`config.mk`:
```
export PLATFORM = sky130hd
export DESIGN_NAME = controlador_mem
export DESIGN_NICKNAME = d
export VERILOG_FILES = /design/src/rtl/controlador_mem_pkg.sv /design/src/rtl/controlador_mem_alinhador_dados.sv /design/src/rtl/controlador_mem.sv
export SDC_FILE = /design/constraint.sdc
export NUM_CORES = 1
export LEC_CHECK = 0
export CORE_MARGIN = 1
export CORE_UTILIZATION = 25
export CTS_CLUSTER_SIZE = 12
export DETAILED_ROUTE_END_ITERATION = 12
export GPL_ROUTABILITY_DRIVEN = 0
export GPL_TIMING_DRIVEN = 1
export PLACE_DENSITY = 0.6
export SLEW_MARGIN = 20
export SYNTH_ARGS = -nofsm -noshare
export SYNTH_HDL_FRONTEND = slang
export SYNTH_HIERARCHICAL = 1
export SYNTH_SLANG_ARGS = --single-unit
```
`constraint.sdc`:
```
create_clock -name clock -period 2.6 [get_ports clock]
set_input_delay 0.52 -clock clock [delete_from_list [all_inputs] [get_ports clock]]
set_output_delay 0.52 -clock clock [all_outputs]
set_load 0.005 [all_outputs]
```
`src/rtl/controlador_mem_pkg.sv`:
```
// Shared encodings for the data-RAM initiator: FSM states, access-size codes, lane widths.
// No logic; imported by controlador_mem and alinhador_dados.
package controlador_mem_pkg;

    localparam logic [1:0] OCIOSO   = 2'd0;
    localparam logic [1:0] LER      = 2'd1;
    localparam logic [1:0] ESCREVER = 2'd2;
    localparam logic [1:0] RESP     = 2'd3;

    localparam logic [1:0] TAM_BYTE    = 2'b00;
    localparam logic [1:0] TAM_MEIA    = 2'b01;
    localparam logic [1:0] TAM_PALAVRA = 2'b10;
    localparam logic [1:0] TAM_RESERV  = 2'b11;

    localparam int LARG_BYTE = 8;
    localparam int LARG_MEIA = 16;

endpackage

```
`src/rtl/controlador_mem_alinhador_dados.sv`:
```
// Lane extract + sign/zero extend for loads, lane merge of store data into a read word.
// Purely combinational, zero latency; no flow control.
// Little-endian lanes: byte lane = faixa_i, half lane = faixa_i[1].
module alinhador_dados
    import controlador_mem_pkg::*;
(
    input  logic [1:0]  tamanho_i,
    input  logic        sinal_i,
    input  logic [1:0]  faixa_i,
    input  logic [31:0] palavra_i,
    input  logic [31:0] dados_st_i,
    output logic [31:0] carga_o,
    output logic [31:0] mesclada_o
);

    logic [7:0]  byte_l;
    logic [15:0] meia_l;

    always_comb begin
        byte_l     = palavra_i[{faixa_i, 3'b000} +: LARG_BYTE];
        meia_l     = palavra_i[{faixa_i[1], 4'b0000} +: LARG_MEIA];
        carga_o    = '0;
        mesclada_o = palavra_i;
        case (tamanho_i)
            TAM_BYTE: begin
                carga_o = {{24{sinal_i & byte_l[7]}}, byte_l};
                mesclada_o[{faixa_i, 3'b000} +: LARG_BYTE] = dados_st_i[7:0];
            end
            TAM_MEIA: begin
                carga_o = {{16{sinal_i & meia_l[15]}}, meia_l};
                mesclada_o[{faixa_i[1], 4'b0000} +: LARG_MEIA] = dados_st_i[15:0];
            end
            TAM_PALAVRA: begin
                carga_o    = palavra_i;
                mesclada_o = dados_st_i;
            end
            default: begin
                carga_o    = '0;
                mesclada_o = palavra_i;
            end
        endcase
    end

endmodule

```
`src/rtl/controlador_mem.sv`:
```
// Load/store initiator for a single-port word RAM, with byte/half support via read-modify-write.
// Latency accept->resp_valid: load 2, word store 2, sub-word store 3, error 1; one request in flight.
// req_ready only in OCIOSO; response held until resp_ready. MEM_CHECA_ALINHAMENTO_EN enables misalignment errors.
module controlador_mem
    import controlador_mem_pkg::*;
#(
    parameter int PROF_MEM = 1024,
    parameter int LARG_END = 32
) (
    input  logic                clock,
    input  logic                reset_n,
    input  logic                req_valid,
    output logic                req_ready,
    input  logic                req_escreve,
    input  logic [1:0]          req_tamanho,
    input  logic                req_sinal,
    input  logic [31:0]         req_endereco,
    input  logic [31:0]         req_dados,
    output logic                resp_valid,
    input  logic                resp_ready,
    output logic [31:0]         resp_dados,
    output logic                resp_erro,
    output logic [LARG_END-1:0] mem_endereco,
    output logic [31:0]         mem_dados,
    output logic                mem_escreveMem,
    input  logic [31:0]         mem_dadosLidos
);

    logic [1:0]  estado_q, estado_d;
    logic        escreve_q, escreve_d;
    logic [1:0]  tam_q, tam_d;
    logic        sinal_q, sinal_d;
    logic [31:0] end_q, end_d;
    logic [31:0] mescl_q, mescl_d;
    logic [31:0] resp_dados_q, resp_dados_d;
    logic        resp_erro_q, resp_erro_d;

    logic [31:0] carga;
    logic [31:0] mesclada;
    logic        fora_faixa;
    logic        desalinhado;
    logic        erro_req;

    alinhador_dados u_alinhador (
        .tamanho_i  (tam_q),
        .sinal_i    (sinal_q),
        .faixa_i    (end_q[1:0]),
        .palavra_i  (mem_dadosLidos),
        .dados_st_i (mescl_q),
        .carga_o    (carga),
        .mesclada_o (mesclada)
    );

    assign fora_faixa = {2'b00, req_endereco[31:2]} >= 32'(PROF_MEM);

`ifdef MEM_CHECA_ALINHAMENTO_EN
    assign desalinhado = ((req_tamanho == TAM_MEIA) && req_endereco[0]) ||
                         ((req_tamanho == TAM_PALAVRA) && (req_endereco[1:0] != 2'b00));
`else
    assign desalinhado = 1'b0;
`endif

    assign erro_req = (req_tamanho == TAM_RESERV) || fora_faixa || desalinhado;

    always_comb begin
        estado_d     = estado_q;
        escreve_d    = escreve_q;
        tam_d        = tam_q;
        sinal_d      = sinal_q;
        end_d        = end_q;
        mescl_d      = mescl_q;
        resp_dados_d = resp_dados_q;
        resp_erro_d  = resp_erro_q;
        case (estado_q)
            OCIOSO: begin
                if (req_valid) begin
                    escreve_d = req_escreve;
                    tam_d     = req_tamanho;
                    sinal_d   = req_sinal;
                    end_d     = req_endereco;
                    // Holds raw store data until LER merges it into the read word.
                    mescl_d   = req_dados;
                    if (erro_req) begin
                        estado_d     = RESP;
                        resp_erro_d  = 1'b1;
                        resp_dados_d = '0;
                    end else if (req_escreve && (req_tamanho == TAM_PALAVRA)) begin
                        estado_d = ESCREVER;
                    end else begin
                        estado_d = LER;
                    end
                end
            end
            LER: begin
                if (escreve_q) begin
                    mescl_d  = mesclada;
                    estado_d = ESCREVER;
                end else begin
                    resp_dados_d = carga;
                    estado_d     = RESP;
                end
            end
            ESCREVER: begin
                estado_d = RESP;
            end
            RESP: begin
                if (resp_ready) begin
                    estado_d     = OCIOSO;
                    resp_dados_d = '0;
                    resp_erro_d  = 1'b0;
                end
            end
            default: begin
                estado_d = OCIOSO;
            end
        endcase
    end

    always_ff @(posedge clock or negedge reset_n) begin
        if (!reset_n) begin
            estado_q     <= OCIOSO;
            escreve_q    <= 1'b0;
            tam_q        <= TAM_BYTE;
            sinal_q      <= 1'b0;
            end_q        <= '0;
            mescl_q      <= '0;
            resp_dados_q <= '0;
            resp_erro_q  <= 1'b0;
        end else begin
            estado_q     <= estado_d;
            escreve_q    <= escreve_d;
            tam_q        <= tam_d;
            sinal_q      <= sinal_d;
            end_q        <= end_d;
            mescl_q      <= mescl_d;
            resp_dados_q <= resp_dados_d;
            resp_erro_q  <= resp_erro_d;
        end
    end

    // RAM-side outputs decode from state only, so reset kills a pending write immediately.
    assign req_ready      = (estado_q == OCIOSO);
    assign resp_valid     = (estado_q == RESP);
    assign resp_dados     = resp_dados_q;
    assign resp_erro      = resp_erro_q;
    assign mem_escreveMem = (estado_q == ESCREVER);
    assign mem_dados      = (estado_q == ESCREVER) ? mescl_q : '0;
    assign mem_endereco   = ((estado_q == LER) || (estado_q == ESCREVER)) ?
                            LARG_END'(end_q[31:2]) : '0;

endmodule
```
==> flow_metrics.env, run 1 <==
export IMPL_status="finished clean"
export IMPL_slew_viols_final=0
export IMPL_dr_total_vias=6270
export IMPL_core_um2=27000
export IMPL_row_count=60
export IMPL_ys_warnings_count=6
export IMPL_worstPathBufferInverterCount=3
export IMPL_drt_vias_per_instance=4.90
export IMPL_rsz0062_at_grt="true"
export IMPL_drt_first_iter_violations=487
export IMPL_synth_edf_count=0
export IMPL_setup_viol_count_final=0
export IMPL_async_flop_share=1.00
export IMPL_antenna_violating_nets_post_route=0
export IMPL_io_buffer_count=201
export IMPL_min_period_ns=2.49
export IMPL_p_leak_nw=4.02
export IMPL_design_die_area_um2=28100
export IMPL_die_width_um=168
export IMPL_clk_pin_slew_ns=0.08
export IMPL_power_density_nw_per_um2=1300
export IMPL_path_cells="inv_1 > ha_1 > buf_12 > and2_1 > clkdlybuf4s50_1"
export IMPL_yosys_cell_types_count=61
export IMPL_placed_area_um2=9370
export IMPL_cts_root_buf="sky130_fd_sc_hd__clkbuf_16"
export IMPL_critPathTopFamily="buffers and inverters"
export IMPL_worst_setup_path_type="reg -> out"
export IMPL_layout_cells_non_filler=1279
export IMPL_fin_nets=1046
export IMPL_crit_path_top_delay_cell="sky130_fd_sc_hd__clkdlybuf4s50_1"
export IMPL_grt_overflow_total=0
export IMPL_cts_sink_count=103
export IMPL_wl_um=23900
export IMPL_cts_tree="built"
export IMPL_hold_slack_ns=0.161
export IMPL_grt_start_max_net_pins=65
export IMPL_clk_insertion_delay_late_ns=0.35
export IMPL_drc=0
export IMPL_detail_route_first_pass_iterations=5
export IMPL_dp_hpwl_um=18500
export IMPL_crit_fanout=31
export IMPL_placement_setup_worst_slack_ns=0.0117
export IMPL_vdd_ir_drop_worst_mv=0.560
export IMPL_synthCells=735
export IMPL_required_ns=2.08
export IMPL_antenna_violations_before_repair=1
export IMPL_netlist_area_um2=6870
export IMPL_synth_main_ff_cell="sky130_fd_sc_hd__dfrtp_1"
export IMPL_postLayoutCellArea_um2=9700
export IMPL_yosysSeqAreaShare=0.375
export IMPL_cap_viol_max_count=0
export IMPL_synth_top_cells_by_area="sky130_fd_sc_hd__dfrtp_1, sky130_fd_sc_hd__mux2i_1, sky130_fd_sc_hd__mux2_2"
export IMPL_final_hold_viol_count=0
export IMPL_htree_levels=3
export IMPL_fillerInstances=2779
export IMPL_cts_root_to_sink_buffers=2
export IMPL_critical_path_max_stage_delay_ns=0.52
export IMPL_io_pin_count=204
export IMPL_worstSetupStartpointType="register"
export IMPL_min_period_over_period=0.958
export IMPL_hold_path_class="in -> async"
export IMPL_initial_core_util=0.255
export IMPL_yosys_area_top_type_share=0.375
export IMPL_timing_slew_headroom=0.352
export IMPL_syn_area_per_cell_um2=9.35
export IMPL_critical_path_arrival_ns=1.97
export IMPL_placedCellCount=1262
export IMPL_synth_seq_cells=103
export IMPL_final_core_utilization=0.360
export IMPL_fmax_mhz=402
export IMPL_drive_above_1_share=0.124
export IMPL_grt_pass1_wl_um=37300
export IMPL_netlist_top_cell_by_area="sky130_fd_sc_hd__dfrtp_1"
export IMPL_max_slew_worst_pin_slew_ns=0.965
export IMPL_n_antenna_cell=0
export IMPL_dieHeight_um=168
export IMPL_fin_worst_skew_ns=0.00712
export IMPL_area_growth_syn_to_layout_pct=41.1
export IMPL_endpoint_kind="output pin"
export IMPL_cts_buffers_inserted=9
export IMPL_grt_pass1_vias=6222
export IMPL_wl_per_cell_um=18.7
export IMPL_grt_total_usage=0.172
export IMPL_postCtsHoldBufs=0
export IMPL_final_critical_path_setup_slack_ns=0.109
==> per-stage QoR <==
stage,TNS (ns),power [mW]
after floorplan,0,7.76
after global placement,0,11.1
after detailed placement,0,11.2
after CTS,0,12.7
after global routing,-0.135,13.6
final,0,12.6
==> path summary, 6_finish.rpt <==
path                       slack (ns)               startpoint                       to  cells past startpoint
setup / recovery                 0.11  estado_q[1]$_DFFE_PN0P_         mem_endereco[19]                      5
hold / removal                   0.16                  reset_n     end_q[2]$_DFFE_PN0P_                      1
setup reg to reg                 0.35     tam_q[0]$_DFFE_PN0P_  mescl_q[23]$_DFFE_PN0P_                      6
min in group clock               0.50     end_q[3]$_DFFE_PN0P_     end_q[3]$_DFFE_PN0P_                      1
max in group asynchronous        1.64                  reset_n  mescl_q[26]$_DFFE_PN0P_                      2
hold reg to reg                  0.50     end_q[3]$_DFFE_PN0P_     end_q[3]$_DFFE_PN0P_                      1
==> logic make-up after synthesis <==
family | share of synthesized area
other | 0.000546
adder cells (fa/ha/maj) | 0.0164
multiplexers | 0.203
buffers and inverters | 0.0650
AND/OR/NAND/NOR | 0.189
flip-flops | 0.375
AO/OA/AOI/OAI | 0.151
==> layout make-up <==
cell class	count	area (um2)	area share
flip-flops and latches	103	2580	0.266
inverters	41	154	0.0159
multi-input cells	540	3860	0.398
clock buffers	9	225	0.0232
clock inverters	7	77.6	0.00800
repair buffers	238	2370	0.245
well taps	341	427	0.0440
==> flip-flops by register name, summed over array words and instances (netlist names) <==
| name | count |
|---|---|
| end_q | 32 |
| mescl_q | 32 |
| resp_dados | 32 |
| estado_q | 2 |
| tam_q | 2 |
| escreve_q | 1 |
| resp_erro | 1 |
| sinal_q | 1 |
==> layer usage <==
layer	GRT usage	routed length, um	vias to the layer above
met5	0	13	-
li1	-	-	2974
met2	0.270	10700	270
met4	0.0403	354	2
met1	0.232	10700	2998
met3	0.0508	2100	26
==> Yosys cell counts (all sizes together), types with 2 or more instances <==
cell,number
mux2i,88
nand4,2
nor2b,18
clkbuf,25
nand3,3
nor2,44
nand2b,13
o2bb2ai,7
o21ai,18
or3,2
inv,40
a22oi,8
o211ai,3
o221ai,13
and2,63
a22o,9
a221o,19
nor3,4
a32oi,3
a222oi,2
nand2,89
dfrtp,103
nor4,5
nor3b,3
and3,5
a21oi,47
ha,9
o22ai,2
buf,27
mux2,45
==> power by group <==
part           switching, mW  internal [mW]  leakage [nW]
Clock                  0.662          0.760         0.152
Combinational           3.92           4.26          2.62
Sequential             0.669           2.36          1.25
Total                   5.25           7.38          4.02
==> worst register-to-register path, delay by kind of cell, from the launching register on <==
family / cells / cell delay (ns)
simple gates: 1 / 0.76
flops: 1 / 0.67
compound gates: 3 / 0.53
buf+inv: 1 / 0.12
mux: 1 / 0.09
==> placed cells by master (no fill, tap or decap), drive strengths merged, types with 18 or more instances in the layout <==
master and instances:
dfrtp 103, mux2 45, a21oi 47, inv 43, clkdlybuf4s50 200, buf 38
nor2 44, and2 63, o21ai 18, a221o 19, nand2 89, mux2i 88
nor2b 18
==> what timing repair did <==
item / 4_1_cts / 5_1_grt
endpoints found under the setup margin: 28 / 33
gates resized for setup: 1 / 2
buffers inserted: 0 / 1
Power figures use the tool's default switching activity.
==> run 2: changes to the inputs <==
--- a/config.mk
+++ b/config.mk
@@ -6,12 +6,12 @@
 export NUM_CORES = 1
 export LEC_CHECK = 0
 export CORE_MARGIN = 1
-export CORE_UTILIZATION = 25
+export CORE_UTILIZATION = 35
 export CTS_CLUSTER_SIZE = 12
 export DETAILED_ROUTE_END_ITERATION = 12
 export GPL_ROUTABILITY_DRIVEN = 0
 export GPL_TIMING_DRIVEN = 1
-export PLACE_DENSITY = 0.6
+export PLACE_DENSITY = 0.74
 export SLEW_MARGIN = 20
 export SYNTH_ARGS = -nofsm -noshare
 export SYNTH_HDL_FRONTEND = slang
==> flow_metrics.env, run 2 (same netlist as run 1, synthesis figures left out) <==
export IMPL_max_slew_worst_pin_slew_ns=0.918
export IMPL_fin_nets=1043
export IMPL_dieHeight_um=142
export IMPL_required_ns=2.08
export IMPL_cts_buffers_inserted=9
export IMPL_cts_root_buf="sky130_fd_sc_hd__clkbuf_16"
export IMPL_cap_viol_max_count=0
export IMPL_fin_worst_skew_ns=0.0105
export IMPL_drt_vias_per_instance=5.24
export IMPL_grt_pass1_wl_um=34400
export IMPL_final_setup_tns_ns=0
export IMPL_fmax_mhz=391
export IMPL_drc=0
export IMPL_antenna_violating_nets_post_route=0
export IMPL_gr_usage_met1=0.297
export IMPL_initial_core_util=0.362
export IMPL_postLayoutCellArea_um2=9600
export IMPL_ff_latch_area_um2=2580
export IMPL_use_met3=0.0649
export IMPL_core_um2=19000
export IMPL_detail_route_first_pass_iterations=6
export IMPL_fillerInstances=1750
export IMPL_cts_tree="built"
export IMPL_antenna_violations_before_repair=0
export IMPL_multi_input_area_um2=3870
export IMPL_critical_path_arrival_ns=2.03
export IMPL_setup_viol_count_final=0
export IMPL_wl_um=22200
export IMPL_io_buffer_count=201
export IMPL_clk_pin_slew_ns=0.08
export IMPL_placed_area_um2=9250
export IMPL_final_core_utilization=0.506
export IMPL_cts_root_to_sink_buffers=2
export IMPL_row_count=50
export IMPL_grt_pass1_vias=6180
export IMPL_most_common_layout_cells="sky130_fd_sc_hd__clkdlybuf4s50_1, sky130_fd_sc_hd__dfrtp_1, sky130_fd_sc_hd__nand2_1"
export IMPL_totalPowerFinal_mw=12.6
export IMPL_final_hold_viol_count=0
export IMPL_drive_above_1_share=0.122
export IMPL_layout_cells_non_filler=1195
export IMPL_dp_hpwl_um=16900
export IMPL_grt_start_max_net_pins=65
export IMPL_die_width_um=142
export IMPL_endpoint_kind="output pin"
export IMPL_worstSetupStartpointType="register"
export IMPL_slew_viols_final=0
export IMPL_drt_first_iter_violations=587
export IMPL_grt_overflow_total=0
export IMPL_top_usage_layer="met2"
export IMPL_p_leak_nw=4.03
export IMPL_crit_fanout=35
export IMPL_dr_total_vias=6260
export IMPL_design_die_area_um2=20200
export IMPL_placedCellCount=1178
export IMPL_worst_setup_path_type="reg -> out"
export IMPL_htree_levels=3
export IMPL_met2_usage=0.351
export IMPL_hold_path_class="in -> async"
export IMPL_wl_per_cell_um=18.6
export IMPL_min_period_ns=2.55
export IMPL_n_antenna_cell=0
export IMPL_rsz0062_at_grt="true"
export IMPL_postCtsHoldBufs=0
export IMPL_io_pin_count=204
export IMPL_timing_slew_headroom=0.383
export IMPL_vdd_ir_drop_worst_mv=0.588
export IMPL_grt_total_usage=0.224
export IMPL_power_density_nw_per_um2=1310
export IMPL_clk_insertion_delay_late_ns=0.36
export IMPL_area_growth_syn_to_layout_pct=39.7
export IMPL_min_period_over_period=0.983
export IMPL_layout_cells_most_common="sky130_fd_sc_hd__clkdlybuf4s50_1"
export IMPL_cts_sink_count=103
export IMPL_status="finished clean"
## run 2: cell count changes in the layout (fill, tap and decap cells not counted)
cell                              change
sky130_fd_sc_hd__buf_6                +1
sky130_fd_sc_hd__clkinv_2             -2
sky130_fd_sc_hd__ha_1                 -1
sky130_fd_sc_hd__clkdlybuf4s50_1      -2
sky130_fd_sc_hd__inv_8                +2
sky130_fd_sc_hd__dlymetal6s2s_1       +2
sky130_fd_sc_hd__clkinvlp_4           +1
sky130_fd_sc_hd__clkinv_8             +1
sky130_fd_sc_hd__buf_12               -1
sky130_fd_sc_hd__ha_4                 +1
sky130_fd_sc_hd__buf_4                -3
sky130_fd_sc_hd__inv_6                -2
## run 2: report_power, final
part	total [mW]	switching (mW)	internal (mW)
combinational	8.10	3.88	4.22
sequential	3.01	0.653	2.36
clock	1.46	0.684	0.777
total	12.6	5.21	7.36
## run 2: path summary, 6_finish.rpt
| path | slack (ns) | cells after the start | start | endpoint |
|---|---|---|---|---|
| worst max-delay path | 0.05 | 5 | estado_q[0]$_DFFE_PN0P_ | mem_dados[9] |
| worst min-delay path | 0.15 | 1 | reset_n | end_q[4]$_DFFE_PN0P_ |
| worst max register to register | 0.29 | 7 | end_q[1]$_DFFE_PN0P_ | resp_dados[29]$_DFFE_PN0P_ |
| worst min register to register | 0.50 | 1 | end_q[9]$_DFFE_PN0P_ | end_q[9]$_DFFE_PN0P_ |
| max in group asynchronous | 1.75 | 2 | reset_n | mescl_q[30]$_DFFE_PN0P_ |
| min in group clock | 0.50 | 1 | end_q[9]$_DFFE_PN0P_ | end_q[9]$_DFFE_PN0P_ |
## run 2: repair_timing
item,4_1_cts,5_1_grt
setup buffers,0,1
gates resized for setup,0,4
setup endpoints to repair,0,20
## run 2: final cells by class
| class | instances | share of cell area |
|---|---|---|
| sequential | 103 | 0.269 |
| clock buffer | 9 | 0.0235 |
| tap | 260 | 0.0339 |
| multi-input combinational | 540 | 0.403 |
| clock inverter | 7 | 0.0100 |
| timing repair buffer | 235 | 0.245 |
| inverter | 41 | 0.0160 |
## run 2: per-stage QoR
step                worst slack, ns  hold WS, ns
floorplan                     0.229        0.224
global placement              0.136        0.479
detailed placement           0.0989        0.486
CTS                          0.0108        0.172
global route                -0.0495        0.190
finish                       0.0454        0.150
## run 2: metal layers
metal  wire length (um)  up-vias
met2              10100      275
met4                493        0
met5                  0        -
met3               2070       31
li1                   -     2958
met1               9550     2996
## run 2: critical path, cell delays in order (launching register included)
cell and delay, ns:
sky130_fd_sc_hd__dfrtp_1 0.41, sky130_fd_sc_hd__inv_1 0.16, sky130_fd_sc_hd__ha_1 0.23, sky130_fd_sc_hd__buf_12 0.18, sky130_fd_sc_hd__and2_1 0.15, sky130_fd_sc_hd__clkdlybuf4s50_1 0.54
